**src/rtl/temp_bram_reader_if.sv**
```systemverilog
// Output stream of the temp BRAM reader: data with valid/ready handshake and an end-of-pass flag.
interface temp_bram_reader_if #(
   parameter int DATA_WIDTH = 8
);
   logic [DATA_WIDTH-1:0] m_data_o;
   logic                  m_valid_o;
   logic                  m_ready_i;
   logic                  m_last_o;

   modport master (
      output m_data_o,
      output m_valid_o,
      output m_last_o,
      input  m_ready_i
   );

   modport slave (
      input  m_data_o,
      input  m_valid_o,
      input  m_last_o,
      output m_ready_i
   );
endinterface

```
**src/rtl/temp_bram_reader.sv**
```systemverilog
// Walks temp BRAM indices 0..len-1, absorbs the 1-cycle read latency in a 2-entry FIFO,
// and streams the entries out with a last flag; optionally pulses the BRAM clear at the end.
module temp_bram_reader #(
   parameter int MAC_CNT    = 128,
   parameter int DATA_WIDTH = 8,
   parameter int ADDR_WIDTH = $clog2(MAC_CNT)
) (
   input  logic                  clk_i,
   input  logic                  rstn_i,
   input  logic                  start_i,
   input  logic [ADDR_WIDTH:0]   len_i,
   input  logic                  clear_en_i,
   input  logic                  wr_temp_en_i,
   output logic                  rd_temp_en_o,
   output logic [ADDR_WIDTH-1:0] temp_bram_index_o,
   input  logic [DATA_WIDTH-1:0] bram_data_i,
   output logic                  clear_o,
   output logic                  busy_o,
   output logic                  done_o,
   temp_bram_reader_if.master    m
);

   typedef enum logic [1:0] {S_IDLE, S_READ, S_DRAIN, S_DONE} state_t;

   localparam logic [ADDR_WIDTH:0] MAX_LEN = (ADDR_WIDTH+1)'(MAC_CNT);

   state_t                      r_state;
   state_t                      w_state_nxt;
   logic [ADDR_WIDTH:0]         r_len;
   logic                        r_clear_en;
   logic [ADDR_WIDTH:0]         r_issued;
   logic                        r_inflight;
   logic                        r_inflight_last;
   logic [1:0][DATA_WIDTH-1:0]  r_mem;
   logic [1:0]                  r_last;
   logic                        r_wptr;
   logic                        r_rptr;
   logic [1:0]                  r_cnt;

   logic [ADDR_WIDTH:0]         w_len_sat;
   logic                        w_valid;
   logic                        w_pop;
   logic [2:0]                  w_occ;
   logic [1:0]                  w_cnt_nxt;
   logic                        w_issue;
   logic                        w_issue_last;

   assign w_len_sat = (len_i > MAX_LEN) ? MAX_LEN : len_i;
   assign w_valid   = (r_cnt != 2'd0);
   assign w_pop     = w_valid & m.m_ready_i;
   // Credit: buffered + in-flight entries, net of this cycle's pop, must leave room for one more.
   assign w_occ     = {1'b0, r_cnt} + {2'b00, r_inflight} - {2'b00, w_pop};
   assign w_cnt_nxt = r_cnt + {1'b0, r_inflight} - {1'b0, w_pop};

   assign w_issue      = (r_state == S_READ) && (r_issued < r_len) && !wr_temp_en_i && (w_occ < 3'd2);
   assign w_issue_last = w_issue && (r_issued == (r_len - 1'b1));

   always_ff @(posedge clk_i or negedge rstn_i) begin
      if (!rstn_i) r_state <= S_IDLE;
      else         r_state <= w_state_nxt;
   end

   always_comb begin
      w_state_nxt = r_state;
      case (r_state)
         S_IDLE:  if (start_i) w_state_nxt = (w_len_sat == '0) ? S_DONE : S_READ;
         S_READ:  if (w_issue_last) w_state_nxt = S_DRAIN;
         S_DRAIN: if ((w_cnt_nxt == 2'd0) && !r_inflight) w_state_nxt = S_DONE;
         S_DONE:  w_state_nxt = S_IDLE;
         default: w_state_nxt = S_IDLE;
      endcase
   end

   always_comb begin
      rd_temp_en_o      = w_issue;
      temp_bram_index_o = w_issue ? r_issued[ADDR_WIDTH-1:0] : '0;
      busy_o            = (r_state != S_IDLE);
      done_o            = (r_state == S_DONE);
      clear_o           = (r_state == S_DONE) && r_clear_en;
      m.m_valid_o       = w_valid;
      m.m_data_o        = r_mem[r_rptr];
      m.m_last_o        = w_valid && r_last[r_rptr];
   end

   always_ff @(posedge clk_i or negedge rstn_i) begin
      if (!rstn_i) begin
         r_len           <= '0;
         r_clear_en      <= 1'b0;
         r_issued        <= '0;
         r_inflight      <= 1'b0;
         r_inflight_last <= 1'b0;
      end else begin
         if ((r_state == S_IDLE) && start_i) begin
            r_len      <= w_len_sat;
            r_clear_en <= clear_en_i;
            r_issued   <= '0;
         end else if (w_issue) begin
            r_issued <= r_issued + 1'b1;
         end
         r_inflight      <= w_issue;
         r_inflight_last <= w_issue_last;
      end
   end

   // Read data arrives the cycle after issue and is captured straight into the FIFO.
   always_ff @(posedge clk_i or negedge rstn_i) begin
      if (!rstn_i) begin
         r_mem  <= '0;
         r_last <= '0;
         r_wptr <= 1'b0;
         r_rptr <= 1'b0;
         r_cnt  <= 2'd0;
      end else begin
         if (r_inflight) begin
            r_mem[r_wptr]  <= bram_data_i;
            r_last[r_wptr] <= r_inflight_last;
            r_wptr         <= ~r_wptr;
         end
         if (w_pop) r_rptr <= ~r_rptr;
         r_cnt <= w_cnt_nxt;
      end
   end

endmodule

```
**src/flat_wrapper.sv**
```systemverilog
// flat-port wrapper written by rule: the top's interface ports become plain ports
module temp_bram_reader_flat 
#(
   parameter int MAC_CNT    = 128,
   parameter int DATA_WIDTH = 8,
   parameter int ADDR_WIDTH = $clog2(MAC_CNT)
)
  (clk_i, rstn_i, start_i, len_i, clear_en_i, wr_temp_en_i, rd_temp_en_o, temp_bram_index_o, bram_data_i, clear_o, busy_o, done_o, m_m_data_o, m_m_valid_o, m_m_last_o, m_m_ready_i);
  temp_bram_reader_if #(.DATA_WIDTH(DATA_WIDTH)) m_i ();
  input  logic clk_i;
  input  logic rstn_i;
  input  logic start_i;
  input  logic [ADDR_WIDTH:0] len_i;
  input  logic clear_en_i;
  input  logic wr_temp_en_i;
  output logic rd_temp_en_o;
  output logic [ADDR_WIDTH-1:0] temp_bram_index_o;
  input  logic [DATA_WIDTH-1:0] bram_data_i;
  output logic clear_o;
  output logic busy_o;
  output logic done_o;
  output wire logic [$bits(m_i.m_data_o)-1:0] m_m_data_o;
  output wire logic [$bits(m_i.m_valid_o)-1:0] m_m_valid_o;
  output wire logic [$bits(m_i.m_last_o)-1:0] m_m_last_o;
  input wire logic [$bits(m_i.m_ready_i)-1:0] m_m_ready_i;
  assign m_m_data_o = m_i.m_data_o;
  assign m_m_valid_o = m_i.m_valid_o;
  assign m_m_last_o = m_i.m_last_o;
  assign m_i.m_ready_i = m_m_ready_i;
  temp_bram_reader #(.MAC_CNT(MAC_CNT), .DATA_WIDTH(DATA_WIDTH), .ADDR_WIDTH(ADDR_WIDTH)) u_core (.clk_i(clk_i), .rstn_i(rstn_i), .start_i(start_i), .len_i(len_i), .clear_en_i(clear_en_i), .wr_temp_en_i(wr_temp_en_i), .rd_temp_en_o(rd_temp_en_o), .temp_bram_index_o(temp_bram_index_o), .bram_data_i(bram_data_i), .clear_o(clear_o), .busy_o(busy_o), .done_o(done_o), .m(m_i));
endmodule
```
**config.mk**
```make
export PLATFORM = sky130hd
export DESIGN_NAME = temp_bram_reader_flat
export DESIGN_NICKNAME = d
export VERILOG_FILES = /design/src/rtl/temp_bram_reader_if.sv /design/src/rtl/temp_bram_reader.sv /design/src/flat_wrapper.sv
export SDC_FILE = /design/constraint.sdc
export NUM_CORES = 1
export LEC_CHECK = 0
export ABC_AREA = 1
export CORE_ASPECT_RATIO = 1.75
export CORE_MARGIN = 8
export CORE_UTILIZATION = 48
export CTS_CLUSTER_DIAMETER = 80
export DETAILED_ROUTE_END_ITERATION = 12
export PLACE_DENSITY_LB_ADDON = 0.15
export SYNTH_ARGS = -nofsm -noshare
export SYNTH_HDL_FRONTEND = slang
export SYNTH_SLANG_ARGS = --single-unit
```
**constraint.sdc**
```tcl
create_clock -name clk_i -period 2.8 [get_ports clk_i]
set_input_delay 0.56 -clock clk_i [delete_from_list [all_inputs] [get_ports clk_i]]
set_output_delay 0.56 -clock clk_i [all_outputs]
set_load 0.05 [all_outputs]
```
# After elaboration in Yosys (flattened, before gate mapping)
# Index checks and enable logic that the tools add are counted.
# word_totals
word_cells	71
out_inout_bits	21
ff_bits	43
in_bits	22
# classes
bitwise_logic	3
reduce_logical	18
n_lt_le_gt_ge	6
muxes	19
add_sub_neg	6
eq_ne	7
# op_table
operator	n
$mux 8	6
$bwmux 16	1
$logic_and 1x1->1	9
$add 8x1->8 const B	1
$demux 8 s1	1
$eq 8x8->1	1
$gt 8x8->1 const B	1
$logic_not 8->1	1
$lt 8x8->1	1
$mux 2	4
$pmux 2 s4	1
$sub 8x1->8 const B	1
$mux 7	1
$reduce_bool 2->1	3
$eq 2x2->1 const B	2
$logic_not 2->1	2
$lt 1x2->1 const B	2
$ne 2x1->1 const B	2
$add 2x1->3	1
$lt 3x2->1 const B	1
$mux 1	3
$reduce_and 3->1	1
$sub 3x1->3	1
$add 2x1->2	1
other kinds (9)	11

# Depth between registers and ports, before layout
# Gate-level depths: netlist (run 1).
# depth
word_depth	8
ltp_mapped	16

# Least setup slack after synthesis (run 1)
# OpenSTA, ideal clock, no wires.
# synth_timing
path_type	flip-flop to output port
start	register u_core.r_cnt[1]
end	output temp_bram_index_o[1]
arrival_time_ns	3.256
setup_slack_ns	-1.016
required_ns	2.240
path_stages_with_launch	15
path_cell_list	dfrtp_1 nor2_1 inv_1 nand2_1 inv_1 ha_1 inv_1 ha_1 fa_1 nor2_1 nand3_1 a211oi_2 nand2_4 buf_2 nor2_1
# synth_between
elab_chain_cells	6
elab_cells_between_ends	7
classes_between	add/sub (2); order compare (1); mux (1); bitwise (1); reduce/logical (2)
# synth_rtl
item	line_no	source
from (decl)	temp_bram_reader.sv:38	logic [1:0] r_cnt;
from (signal assigned)	temp_bram_reader.sv:120	r_cnt <= w_cnt_nxt;
$reduce_bool 2->1	temp_bram_reader.sv:49	assign w_valid = (r_cnt != 2'd0);
named net m_m_valid_o	flat_wrapper.sv:23	output wire logic [$bits(m_i.m_valid_o)-1:0] m_m_valid_o;
$and 1x1->1	temp_bram_reader.sv:50	assign w_pop = w_valid & m.m_ready_i;
named net u_core.w_pop	temp_bram_reader.sv:42	logic w_pop;
$sub 3x1->3	temp_bram_reader.sv:52	assign w_occ = {1'b0, r_cnt} + {2'b00, r_inflight} - {2'b00, w_pop};
$lt 3x2->1	temp_bram_reader.sv:55	assign w_issue = (r_state == S_READ) && (r_issued < r_len) && !wr_temp_en_i && (w_occ < 3'd2);
$logic_and 1x1->1	temp_bram_reader.sv:55	
$mux 7	temp_bram_reader.sv:76	temp_bram_index_o = w_issue ? r_issued[ADDR_WIDTH-1:0] : '0;
to (decl)	flat_wrapper.sv:17	output logic [ADDR_WIDTH-1:0] temp_bram_index_o;
# The timed path passes the listed nets, and every way through them passes these cells.

# Worst setup path after layout (run 1)
# layout_timing
start	register u_core.r_cnt[0]
end	output temp_bram_index_o[5]
# layout_between
elab_chain_cells	6
elab_cells_between_ends	7
classes_between	add/sub (2); order compare (1); mux (1); bitwise (1); reduce/logical (2)
# layout_rtl
item	line_no
$reduce_bool 2->1	temp_bram_reader.sv:49
$and 1x1->1	temp_bram_reader.sv:50
named net u_core.w_pop	temp_bram_reader.sv:42
$sub 3x1->3	temp_bram_reader.sv:52
$lt 3x2->1	temp_bram_reader.sv:55
$logic_and 1x1->1	temp_bram_reader.sv:55
$mux 7	temp_bram_reader.sv:76
# The timed path passes the listed nets, and every way through them passes these cells.

==> results of run 1 <==
-- layout by cell type, fill, tap and decap left out, drive strengths merged, types with 2 or more instances in the layout --
master and count:
xor2 7, nand2 111, dfrtp 43, nand4 4
clkdlybuf4s50 32, or2 2, ha 17, nor2 34
o21ai 31, inv 57, xnor2 2, o31ai 2
nand3 17, bufinv 2, buf 25, a21oi 6
nor3 2, clkbuf 5
-- path summary, 6_finish.rpt --
check                                        from                    to  cells past startpoint
worst max-delay path              u_core.r_cnt[0]  temp_bram_index_o[5]                     15
worst min-delay path                       rstn_i      u_core.r_mem[11]                      1
worst max register to register    u_core.r_cnt[0]    u_core.r_issued[3]                     18
worst min register to register  u_core.r_clear_en     u_core.r_clear_en                      2
max in group asynchronous                  rstn_i     u_core.r_clear_en                      1
min in group clk_i              u_core.r_clear_en     u_core.r_clear_en                      2
-- state kept, by name (all words and copies together) (netlist names), 2 cells and up --
| name | count |
|---|---|
| u_core.r_issued | 8 |
| u_core.r_cnt | 2 |
| u_core.r_mem | 16 |
| u_core.r_state | 2 |
| u_core.r_last | 2 |
| u_core.r_len | 8 |
-- Yosys cell counts --
cell type and instances:
or2_1 1, nand2_2 3, buf_2 2, o31ai_2 1, nand2_1 106, nand2_4 1
o22ai_1 1, o21ai_0 17, o31ai_1 1, xnor2_1 2, nor2_1 31, o21bai_4 1
inv_2 9, o21ai_1 14, xor2_1 6, a41oi_1 1, nor3_1 2, nand4_1 4
nor2_2 3, clkbuf_1 5, xor2_2 1, clkinv_1 1, nand3_2 2, or2_2 1
inv_1 48, o21a_1 1, nand3b_1 1, a211oi_2 1, fa_1 1, dfrtp_1 43
ha_1 17, a21oi_1 6, nand3_1 15
-- metrics by stage --
| stage | std cells | area [sq um] | utilization, % | total power, mW | setup TNS (ps) |
|---|---|---|---|---|---|
| 4_1_cts | 463 | 3528 | 67.14 | 4.083 | -5789 |
| 6_report | 464 | 3585 | 68.21 | 4.096 | -5817 |
| 3_3_place_gp | 451 | 3302 | 62.83 | 3.330 | -11860 |
| 3_5_place_dp | 451 | 3302 | 62.83 | 3.376 | -11990 |
| 2_1_floorplan | 349 | 2691 | - | 2.705 | -3260 |
| 5_1_grt | 464 | 3585 | 68.21 | 4.458 | -8542 |
-- power groups by stage --
stage          registers, mW  logic [mW]  clock network, mW
2_1_floorplan           1.03        1.68                  0
3_3_place_gp            1.08        2.25                  0
3_5_place_dp            1.09        2.29                  0
4_1_cts                 1.08        2.42              0.587
5_1_grt                 1.12        2.73              0.609
6_report                1.09        2.44              0.571
-- layer usage --
layer	share of wire, %	GRT usage, %
met2	54	30.32
met4	2.7	7.407
met1	39	16.40
met3	4.4	3.427
met5	0	0
-- cell families after synthesis --
group                      after synthesis  synth area share [%]
AOI/OAI and AO/OA                       44                 9.909
xor gates and xnor gates                 9                 3.303
adders and majority gates               18                 8.904
buffers and inverters                   65                 9.430
DFF                                     43                 41.17
and+or+nand+nor                        170                 27.29
-- area by class of cell --
cell class / count / area (sq um)
clock buffer: 5 / 68.82
multi-input combinational: 242 / 1459
timing repair buffer: 58 / 621.8
fill: 447 / 1670
tap: 55 / 68.82
inverter: 58 / 222.7
clock inverter: 3 / 67.56
sequential: 43 / 1076
-- timing repair --
item | CTS | global route
cloned | 1 | 0
setup endpoints to repair | 18 | 19
pin swaps | 12 | 9
gates resized for setup | 13 | 13
setup buffers | 4 | 2
==> flow_results.org, run 1 <==
** Layout
- 0 antenna diodes ended up in the layout.
- Final Net Count :: 448
- Area Growth Syn to Fin :: 37.15%
- Cells with a size suffix above 1 make up 19.56% of the layout.

** Clock network
- Buffers inserted during clock tree synthesis total 5.
- The longest clock path from root to sink contains 2 buffers.
- Clock Root Buffer :: clkbuf_8
- After clock tree synthesis, the clock-pin slew on the worst setup and hold paths is 80 ps.
- Clock tree synthesis found a total of 43 sinks.
- After clock tree synthesis, the flow added hold-fix buffers numbering 0.
- Clock H-tree levels :: 2
- TritonCTS built the clock tree.
- Clock latency on the worst-skew pair :: 300 ps

** Synth
- Averaged over all synthesized cells, the footprint is 7.489 sq um.
- The biggest area contributor in the post-synthesis netlist is dfrtp_1.
- Ys Warns :: 0
- After synthesis, the cell types taking the most area are dfrtp_1, nand2_1, ha_1, inv_1, nor2_1.
- Combined area of all synthesized cells :: 0.002614 sq mm
- Flip-flop and latch count after synthesis :: 43
- Synthesis produced a netlist whose cell count is 349.
- Net count of the mapped netlist :: 389
- Yosys top cell area share :: 41.17%
- After synthesis, the netlist uses 33 different library cells.
- Sequential cells were found to cover 41.17% of the synthesized design area.

** Global routing
- The first global-routing pass estimated 10,580 microns of wire.
- Largest net degree at the start of global routing :: 44
- All-layer global routing usage :: 16.23%
- Initial antenna violation count :: 0
- Total gr overflow :: 0
- The number of global-route vias before repair is 2,336.

** Critical path
- Slowest cell on the critical path :: fa_1
- Data required time at the worst endpoint :: 2240 ps
- Crit path capture type :: output port
- In this design, the largest share of critical-path delay is due to adder cells.
- STA classifies the critical path startpoint as a flop.
- The largest single stage delay on the critical path is 450 ps.
- Together, buffers and inverters on the worst path number 5.
- Peak fanout along the critical path :: 5
- Critical Setup Path Class :: reg2out
- Data on the critical path arrives at its endpoint at 2880 ps.
- Worst-case register-to-register setup slack :: -210 ps
- Walking the worst path, the cells encountered are nor2_4 -> inv_4 -> nand2_4 -> inv_4 -> ha_4 -> inv_2 -> ha_4 -> fa_1 -> nor2_1 -> nand3_1 -> a211oi_4 -> buf_6 -> nand2_8 -> nor2_4 -> buf_12.

** Placement
- DP HPWL :: 4591 microns
- Port bufs :: 42
- Routability cong. :: 0.8735
- OpenSTA, run right after detailed placement, puts the worst setup slack at -806.9 ps.

** Floorplan
- Height of the die :: 113.6 microns
- Initial standard-cell utilization of the core :: 49.74%
- The die is 71.78 microns wide.
- Number of top-level pins :: 43
- The total area inside the core boundary comes to 0.005255 sq mm.
- Die ar. :: 0.008155 sq mm
- The initialized floorplan defines 35 standard-cell rows.

** Routing
- After the first detailed-routing iteration, the DRC count stood at 92.
- Wire length per cell :: 13.17 microns
- Number of remaining DRC errors :: 0
- TritonRoute pass-1 iters :: 5
- Post-route ant nets :: 0
- The routed layout has 2,358 vias.
- Using the TritonRoute via totals, the vias-per-cell ratio works out to 5.082.
- After detailed routing, the total wire length is 6112 microns.

** Power and ir drop
- IR analysis of the VDD net gives a maximum drop of 731.3 uV.
- Clk network pwr share :: 13.9%
- The analysis attributes to cell leakage a power of 1.780 nW.
- In this run switching power makes up 47.07% of total power.
- Internal power comes to 2.168 mW.
- Areal power density over the cells :: 1143 mW/mm^2
- Portion of total power attributed to sequential cells :: 26.5%
- The share of total power dissipated in combinational logic is 59.6%.
- Switching power :: 1.928 mW

** Hold path
- In this run the worst hold path is classified as in2async.

** STA
- Worst hold slack after final layout :: 395.8 ps
- Tightest slew margin relative to the limit :: 37.48%
- Of the available clock period, the critical path in the final layout requires 123.0%.
- Worst setup skew after layout :: 5.430 ps
- The count of pins over their slew limit is 0.
- For the pin with the worst max-slew slack, the measured transition is 937.8 ps.
- Final Hold Vio Count :: 0
- Setup repair after global routing missed its margin :: yes
- Setup violations remaining at the end of the flow were counted as 17.
- Timing-limited maximum frequency :: 290.3 MHz
- The worst path in the final design needs a cycle of 3445 ps, including I/O delays and setup.
- Setup slack after layout :: -644.8 ps

** Outcome
- Run status :: finished with violations
- Failing checks :: negative setup slack

** Job
- Max-cap violations in this run came to 0.
Power figures use the tool's default switching activity.
==> run 2, diff against run 1 <==
--- a/config.mk
+++ b/config.mk
@@ -11,6 +11,7 @@
 export CORE_UTILIZATION = 48
 export CTS_CLUSTER_DIAMETER = 80
 export DETAILED_ROUTE_END_ITERATION = 12
+export GPL_ROUTABILITY_DRIVEN = 0
 export PLACE_DENSITY_LB_ADDON = 0.15
 export SYNTH_ARGS = -nofsm -noshare
 export SYNTH_HDL_FRONTEND = slang
==> run 2 against run 1 <==
  * The run still ends with negative setup slack left
  * Fmax decreased by 2.2%
  * Sequential cell count unchanged
  * Combinational power about the same
  * Final area decreased by 1.0%
  * Die area unchanged
  * Non-clock buffer count increased by 2
  * Worst hold slack improved by 8.2 ps
  * Global-route usage about the same
  * Critical endpoint unchanged
==> flow_results.org, run 2 (synthesis results as in run 1) <==
** STA
- Setup repair after global routing missed its margin :: yes
- The transition time at the pin with the least slew margin is 934.0 ps (-3.826 ps).
- The final number of hold-violating endpoints came to 0 (unchanged).
- Final Max Slew Viols :: 0 (unchanged)
- Setup slack after layout :: -723.2 ps (-78.40 ps)
- Worst setup skew after layout :: 5.722 ps (+0.2914 ps)
- Fraction of the cycle the final worst path needs :: 125.8% (+2.8 points)
- The number of endpoints failing setup at the final stage came to 18 (+1).
- The post-route minimum period is 3523 ps (+78.40 ps).
- The final sum of negative setup slack is -6596 ps (-779.7 ps).
- Timing-limited maximum frequency :: 283.8 MHz (-2.2%)
- Tightest slew margin relative to the limit :: 37.73% (+0.26 points)

** Clock network
- The number of buffers created by CTS was 5 (unchanged).
- The count of clock tree sinks was 43 (unchanged).
- The worst-case clock buffer depth was 2 (unchanged).
- The insertion delay to the later sink of the worst-skew pair came to 300 ps (about the same).
- CTS placed an instance of clkbuf_8 at the clock tree root.
- The clock transition at the register clock pins on the worst setup and hold paths after CTS was 80 ps (about the same).
- TritonCTS built the clock tree.
- The count of H-tree levels built during CTS came to 2 (unchanged).

** Global routing
- The remaining global-route overflow was 0 (unchanged).
- The maximum number of pins on one net before global-route repair was 44 (unchanged).
- The initial antenna violation count was 0 (unchanged).
- The overall routing resource usage came to 16.21% (-0.021 points).
- Global-route wire length before repair :: 10,670 microns (+0.78%)
- Via count of the first global-routing pass :: 2,359 (+0.98%)

** Critical path
- The worst register-to-register path begins at u_core.r_cnt[0].
- Critical Setup Path Class :: reg2out
- Worst-case register-to-register setup slack :: -210 ps (about the same)
- The required time of the critical path came to 2240 ps (about the same).
- STA classifies the critical path startpoint as a flop.
- Peak fanout along the critical path :: 5 (unchanged)
- The worst endpoint data arrival time is 2960 ps (+80 ps).
- The critical path starts at u_core.r_cnt[0].
- The worst register-to-register path ends at u_core.r_state[1].
- Crit path capture type :: output port
- Capture point of the critical path :: temp_bram_index_o[5]
- The number of cells on the worst reg-to-reg path was 18 (unchanged).

** Layout
- Largest register by flop count :: u_core.r_mem
- The post-route core utilization is 67.50% (-0.71 points).
- The fraction of layout cells with a size suffix above 1 was 18.73% (-0.83 points).
- The number of nets in the layout came to 450 (+0.45%).
- The antenna diode instance count is 0 (unchanged).
- The library cell used most frequently in the layout, excluding fill and tap cells, is nand2_1.
- The area growth from synthesis to layout is 35.71%.
- Most frequent cells in the layout :: nand2_1, inv_1, dfrtp_1
- The largest registers in the layout are u_core.r_mem (16), u_core.r_issued (8), u_core.r_len (8).
- Max reg flops :: 16 (unchanged)
- The count of filler cells inserted in the layout came to 470 (+5.1%).

** Routing
- Initial drt markers :: 86 (-6.5%)
- DR vias/cell :: 5.049 (-0.64%)
- Post-route ant nets :: 0 (unchanged)
- The via total after detailed routing was 2,353 (-0.21%).
- TritonRoute pass-1 iters :: 4 (-1)
- Wire length per cell :: 13.35 microns (+1.4%)
- Total wirelength of the detailed-routed design :: 6223 microns (+1.8%)
- Number of remaining DRC errors :: 0 (unchanged)

** Floorplan
- The vertical die dimension is 113.6 microns (unchanged).
- Placeable core area :: 0.005255 sq mm (unchanged)
- Initial standard-cell utilization of the core :: 49.74% (unchanged)
- Horiz. Die Dim :: 71.78 microns (unchanged)
- The number of ports placed on the die boundary came to 43 (unchanged).
- Die ar. :: 0.008155 sq mm (unchanged)
- Number of rows created at floorplan :: 35 (unchanged)

** Placement
- The number of I/O port buffers came to 42 (unchanged).
- The HPWL reported at the end of detailed placement is 4661 microns (+1.5%).

** Power and ir drop
- The peak supply drop came to 589.4 uV (-19%).
- The clock share of power is 12.4% (-1.5 points).
- Combinational share of power :: 60.5% (+0.9 points)
- The total internal power came to 2.100 mW (-3.1%).
- The areal power density over the cells is 1134 mW/mm^2 (-0.73%).
- The sequential share of power was 27.0% (+0.5 points).
- The leakage component of the power was 1.777 nW (-0.14%).
- The switching component of the power is 1.923 mW (-0.24%).
- Switch share :: 47.80% (+0.73 points)

** Outcome
- The checks that failed: negative setup slack.
- The flow ran to the end, but the final reports show violations.

** Hold path
- The min-delay analysis places its worst path in the category in2async.

** Job
- The max-cap check violation count is 0 (unchanged).
-- run 2: worst min path at each step --
stage,to,slack (ps),cells after the start
floorplan,u_core.r_clear_en,260,0
global placement,u_core.r_clear_en,460,2
detailed placement,u_core.r_clear_en,470,2
CTS,u_core.r_issued[3],440,1
global route,u_core.r_issued[3],510,1
finish,u_core.r_mem[11],400,1
-- run 2: power groups by stage --
stage | clock network [mW] | logic (mW) | registers, mW
floorplan | 0 | 1.68 | 1.03
finish | 0.500 | 2.44 | 1.09
CTS | 0.515 | 2.42 | 1.08
global placement | 0 | 2.25 | 1.08
global route | 0.535 | 2.70 | 1.12
detailed placement | 0 | 2.30 | 1.09
-- run 2: cell type report --
type | count | area (sq um) | area share (%)
tap | 55 | 68.82 | 1.940
sequential | 43 | 1076 | 30.34
timing repair buffer | 60 | 629.4 | 17.74
inverter | 58 | 222.7 | 6.279
clock buffer | 6 | 82.58 | 2.328
multi-input combinational | 242 | 1433 | 40.39
clock inverter | 2 | 35.03 | 0.9877
-- run 2: repair_timing --
item | in CTS | in global routing
hold buffers | 0 | 0
resized for setup | 12 | 4
endpoints found under the setup margin | 19 | 19
buffers inserted | 4 | 2
pin swaps | 13 | 7
gates cloned | 1 | 0
-- run 2: critical path: stages (launching register included) --
cell      delay (ps)
dfrtp_1          420
nor2_4           150
inv_4             50
nand2_4           60
inv_4             40
ha_4             250
inv_2             40
ha_4             140
fa_1             480
nor2_1           140
nand3_2          110
a211oi_4         290
buf_4            180
nand2_4           80
nor2_4           110
buf_12           140
-- run 2: per-layer routing --
metal	share of wire, %	vias up	track usage, %
met3	3.8	10	2.988
met1	38	1096	16.34
met2	57	45	31.05
met4	1.8	0	6.447
met5	0	-	0
li1	-	1202	-
-- run 2: metrics by stage --
step	setup slack (ps)	instances	cell area [sq um]	hold slack (ps)	total power, mW
finish	-723.2	466	3547	404.0	4.024
floorplan	-468.4	349	2691	264.4	2.705
global route	-818.9	466	3547	505.1	4.353
detailed placement	-809.8	451	3302	465.7	3.388
CTS	-655.2	464	3510	443.6	4.020
global placement	-788.7	451	3302	464.8	3.331
==> run 3, diff against run 2 <==
--- a/config.mk
+++ b/config.mk
@@ -8,9 +8,10 @@
 export ABC_AREA = 1
 export CORE_ASPECT_RATIO = 1.75
 export CORE_MARGIN = 8
-export CORE_UTILIZATION = 48
+export CORE_UTILIZATION = 55
 export CTS_CLUSTER_DIAMETER = 80
 export DETAILED_ROUTE_END_ITERATION = 12
+export DONT_BUFFER_PORTS = 1
 export GPL_ROUTABILITY_DRIVEN = 0
 export PLACE_DENSITY_LB_ADDON = 0.15
 export SYNTH_ARGS = -nofsm -noshare
==> run 3 against run 2 <==
  * The run still ends with negative setup slack left
  * Worst hold slack got worse by 300 ps
  * Cell count is 7.9% lower
  * Utilization increased by 2.2 points
  * Global-route usage up 1.6 points
  * Setup slack improved by 56 ps
  * Fmax rose by 1.6%
  * Sequential power is essentially flat
  * Die area shrank 10%
  * Sequential cell count did not move
  * Combinational power down 11%
  * Non-clock buffer count shrank 34
==> flow_results.org, run 3 (synthesis results as in run 1) <==
** Outcome
- Run status :: finished with violations
- Failing checks :: negative setup slack

** Critical path
- Maximum single-stage delay on the critical path :: 470 ps (about the same)
- Among cell families on the critical path, the largest total delay comes from adder cells.
- The total buffers and inverters traversed by the critical path is 5 (unchanged).
- Worst reg2reg path endpoint :: u_core.r_issued[3]
- Critical-path cell list :: nor2_4 -> inv_4 -> nand2_4 -> inv_2 -> ha_4 -> inv_2 -> ha_4 -> fa_1 -> nor2_1 -> nand3_1 -> a211oi_4 -> buf_6 -> nand2_8 -> nor2_4 -> buf_12
- The worst reg-to-reg setup slack is -180 ps (+30 ps).
- Launch instance of the worst register-to-register path :: u_core.r_cnt[0]
- STA classifies the critical path endpoint as an output port.
- The worst setup path is of the reg2out kind.
- The slowest stage of the critical path is the fa_1 cell.
- Path depth of the worst reg2reg path :: 17 (-1)
- The maximum fanout count along the critical path was 5 (unchanged).
- Crit path DAT :: 2910 ps (-50 ps)
- Data required time at the worst endpoint :: 2240 ps (about the same)
- Element type at the critical path start :: flop

** Power and ir drop
- Switch share :: 50.82% (+3.0 points)
- The sequential share of power was 29.6% (+2.6 points).
- The proportion of power drawn by combinational gates is 58.9% (-1.6 points).
- The peak supply drop was 798.8 uV (+36%).
- The switching component of the power came to 1.884 mW (-2.0%).
- Cell Int Power :: 1.824 mW (-13%)
- Clk network pwr share :: 11.6% (-0.8 points)
- The areal power density over the cells is 1151 mW/mm^2 (+1.5%).
- The leakage component of the power was 1.644 nW (-7.5%).

** STA
- Worst-margin pin slew :: 626.0 ps (-308.0 ps)
- Setup repair after global routing could not meet its margin everywhere.
- The share of the clock period used by the worst path came to 123.8% (-2.0 points).
- The final sum of negative setup slack came to -5757 ps (+838.9 ps).
- The normalized max-slew margin is 58.27% (+21 points).
- The number of endpoints failing setup at the final stage was 17 (-1).
- The count of pins over their slew limit is 0 (unchanged).
- Timing-limited maximum frequency :: 288.4 MHz (+1.6%)
- The final clock skew came to 11.30 ps (+5.577 ps).
- Final Hold Vio Count :: 0 (unchanged)
- Final Critical Period :: 3467 ps (-56.38 ps)
- The worst path setup slack after routing was -666.9 ps (+56.38 ps).

** Global routing
- The overall routing resource usage came to 17.82% (+1.6 points).
- The wire length of the first global-routing pass came to 10,250 microns (-3.9%).
- Initial antenna violation count :: 0 (unchanged)
- Via count of the first global-routing pass :: 2,297 (-2.6%)
- The maximum number of pins on one net before global-route repair came to 44 (unchanged).
- The met3 routing resource usage after global routing was 3.967% (+0.98 points).
- M2 GR Usage :: 31.63% (+0.57 points)
- The met1 capacity usage during global routing is 19.68% (+3.3 points).
- Gr busiest metal :: met2
- Total gr overflow :: 0 (unchanged)

** Floorplan
- Initial standard-cell utilization of the core :: 56.52% (+6.8 points)
- Number of rows created at floorplan :: 33 (-5.7%)
- Die ar. :: 0.007301 sq mm (-10%)
- Height of the die :: 107.2 microns (-5.7%)
- Number of top-level pins :: 43 (unchanged)
- Horiz. Die Dim :: 68.11 microns (-5.1%)
- The placeable core region was 0.004624 sq mm (-12%).

** Hold path
- The path class of the tightest hold or removal check is in2async.

** Routing
- Via count :: 2,296 (-2.4%)
- The overall routed net length is 6236 microns (+0.21%).
- Wire length per cell :: 14.54 microns (+8.9%)
- DR vias/cell :: 5.352 (+6.0%)
- Initial drt markers :: 129 (+50%)
- Post-route ant nets :: 0 (unchanged)
- Number of remaining DRC errors :: 0 (unchanged)
- TritonRoute pass-1 iters :: 4 (unchanged)

** Placement
- Port bufs :: 0 (-100%)
- The number of cells after detailed placement is 414 (-8.2%).
- DP HPWL :: 4618 microns (-0.94%)
- Instance area at placement :: 0.002950 sq mm (-11%)

** Layout
- In the layout the commonest cells are nand2_1, inv_1, dfrtp_1.
- The flip-flop count of the largest register, all copies and words added came to 16 (unchanged).
- Biggest registers after layout :: u_core.r_mem (16), u_core.r_issued (8), u_core.r_len (8)
- Largest register by flop count :: u_core.r_mem
- Leaving out fill and tap cells, the most frequent cell in the layout is nand2_1.
- The flip-flop and latch area was 0.001076 sq mm (unchanged).
- Post-route cell area :: 0.003222 sq mm (-9.2%)
- Final Net Count :: 416 (-7.6%)
- The count of filler cells inserted in the layout was 384 (-18%).
- Relative to the synthesized area, the layout overhead comes to 23.26%.
- The non-filler instance count after layout was 429 (-7.9%).
- The antenna diode instance count was 0 (unchanged).
- The fraction of layout cells with a size suffix above 1 came to 20.42% (+1.7 points).
- The multi-input logic area is 0.001441 sq mm (+0.61%).

** Clock network
- The count of H-tree levels built during CTS came to 2 (unchanged).
- In this run the clock root is driven by a clkbuf_8.
- TritonCTS built the clock tree.
- Sink Count :: 43 (unchanged)
- The number of buffers created by CTS came to 5 (unchanged).
- Clock latency on the worst-skew pair :: 300 ps (about the same)
- Number of buffers on the longest clock path :: 2 (unchanged)
- Clock transition at path regs :: 80 ps (about the same)

** Job
- The max-cap check violation count came to 0 (unchanged).
run 3: layout make-up:
| type | instances | share of cell area, % |
|---|---|---|
| Clock buffer | 8 | 3.107 |
| Inverter | 58 | 7.223 |
| Multi-Input combinational cell | 242 | 44.74 |
| Sequential cell | 43 | 33.40 |
| Tap cell | 52 | 2.019 |
| Timing Repair Buffer | 26 | 9.515 |
run 3: worst max-delay path by stage:
| stage | slack [ps] | cells past startpoint | to | startpoint |
|---|---|---|---|---|
| after global routing | -760 | 15 | temp_bram_index_o[5] | u_core.r_cnt[0] |
| after CTS | -620 | 15 | temp_bram_index_o[5] | u_core.r_cnt[0] |
| after detailed placement | -410 | 14 | temp_bram_index_o[1] | u_core.r_cnt[0] |
| after global placement | -340 | 14 | temp_bram_index_o[1] | u_core.r_cnt[0] |
| after floorplan | -470 | 14 | temp_bram_index_o[1] | u_core.r_cnt[0] |
| final | -670 | 15 | temp_bram_index_o[5] | u_core.r_cnt[0] |
run 3: metal layers:
metal | vias up | wire length, microns
li1 | 1135 | -
met1 | 1068 | 2409
met2 | 76 | 3281
met3 | 17 | 370
met4 | 0 | 175
met5 | - | 0
run 3: worst reg2reg max path, cell delays in order (launching register included):
cell      delay [ps]
dfrtp_1          410
nor2_4           150
inv_4             50
nand2_4           60
inv_2             40
ha_4             250
inv_2             40
ha_4             140
fa_1             470
nor2_1           100
nand3_1          120
a211oi_4         270
buf_6            170
nand2_8           80
buf_4            180
nor2_4           100
o21ai_1           80
a21oi_1          170
run 3: power groups by stage:
stage / sequential [mW] / clock (mW) / combinational [mW]
final: 1.10 / 0.429 / 2.18
after global routing: 1.13 / 0.458 / 2.44
after CTS: 1.10 / 0.437 / 2.15
after detailed placement: 1.10 / 0 / 2.02
after global placement: 1.09 / 0 / 1.98
after floorplan: 1.03 / 0 / 1.68
run 3: per-stage QoR:
step           setup slack [ps]  hold slack (ps)  utilization, %  power, mW
2_1_floorplan            -468.4            264.4               -      2.705
3_3_place_gp             -337.9            265.7           63.80      3.071
3_5_place_dp             -413.9            265.7           63.80      3.119
4_1_cts                  -619.8            109.7           68.37      3.683
5_1_grt                  -757.5            121.3           69.67      4.026
6_report                 -666.9            108.1           69.67      3.708
run 3: timing repair:
item	CTS	global route
resized for setup	12	14
cloned	1	0
endpoints found under the hold margin	43	0
hold buffers	1	0
pin swaps	5	1
setup endpoints to repair	19	19
setup buffers	4	1
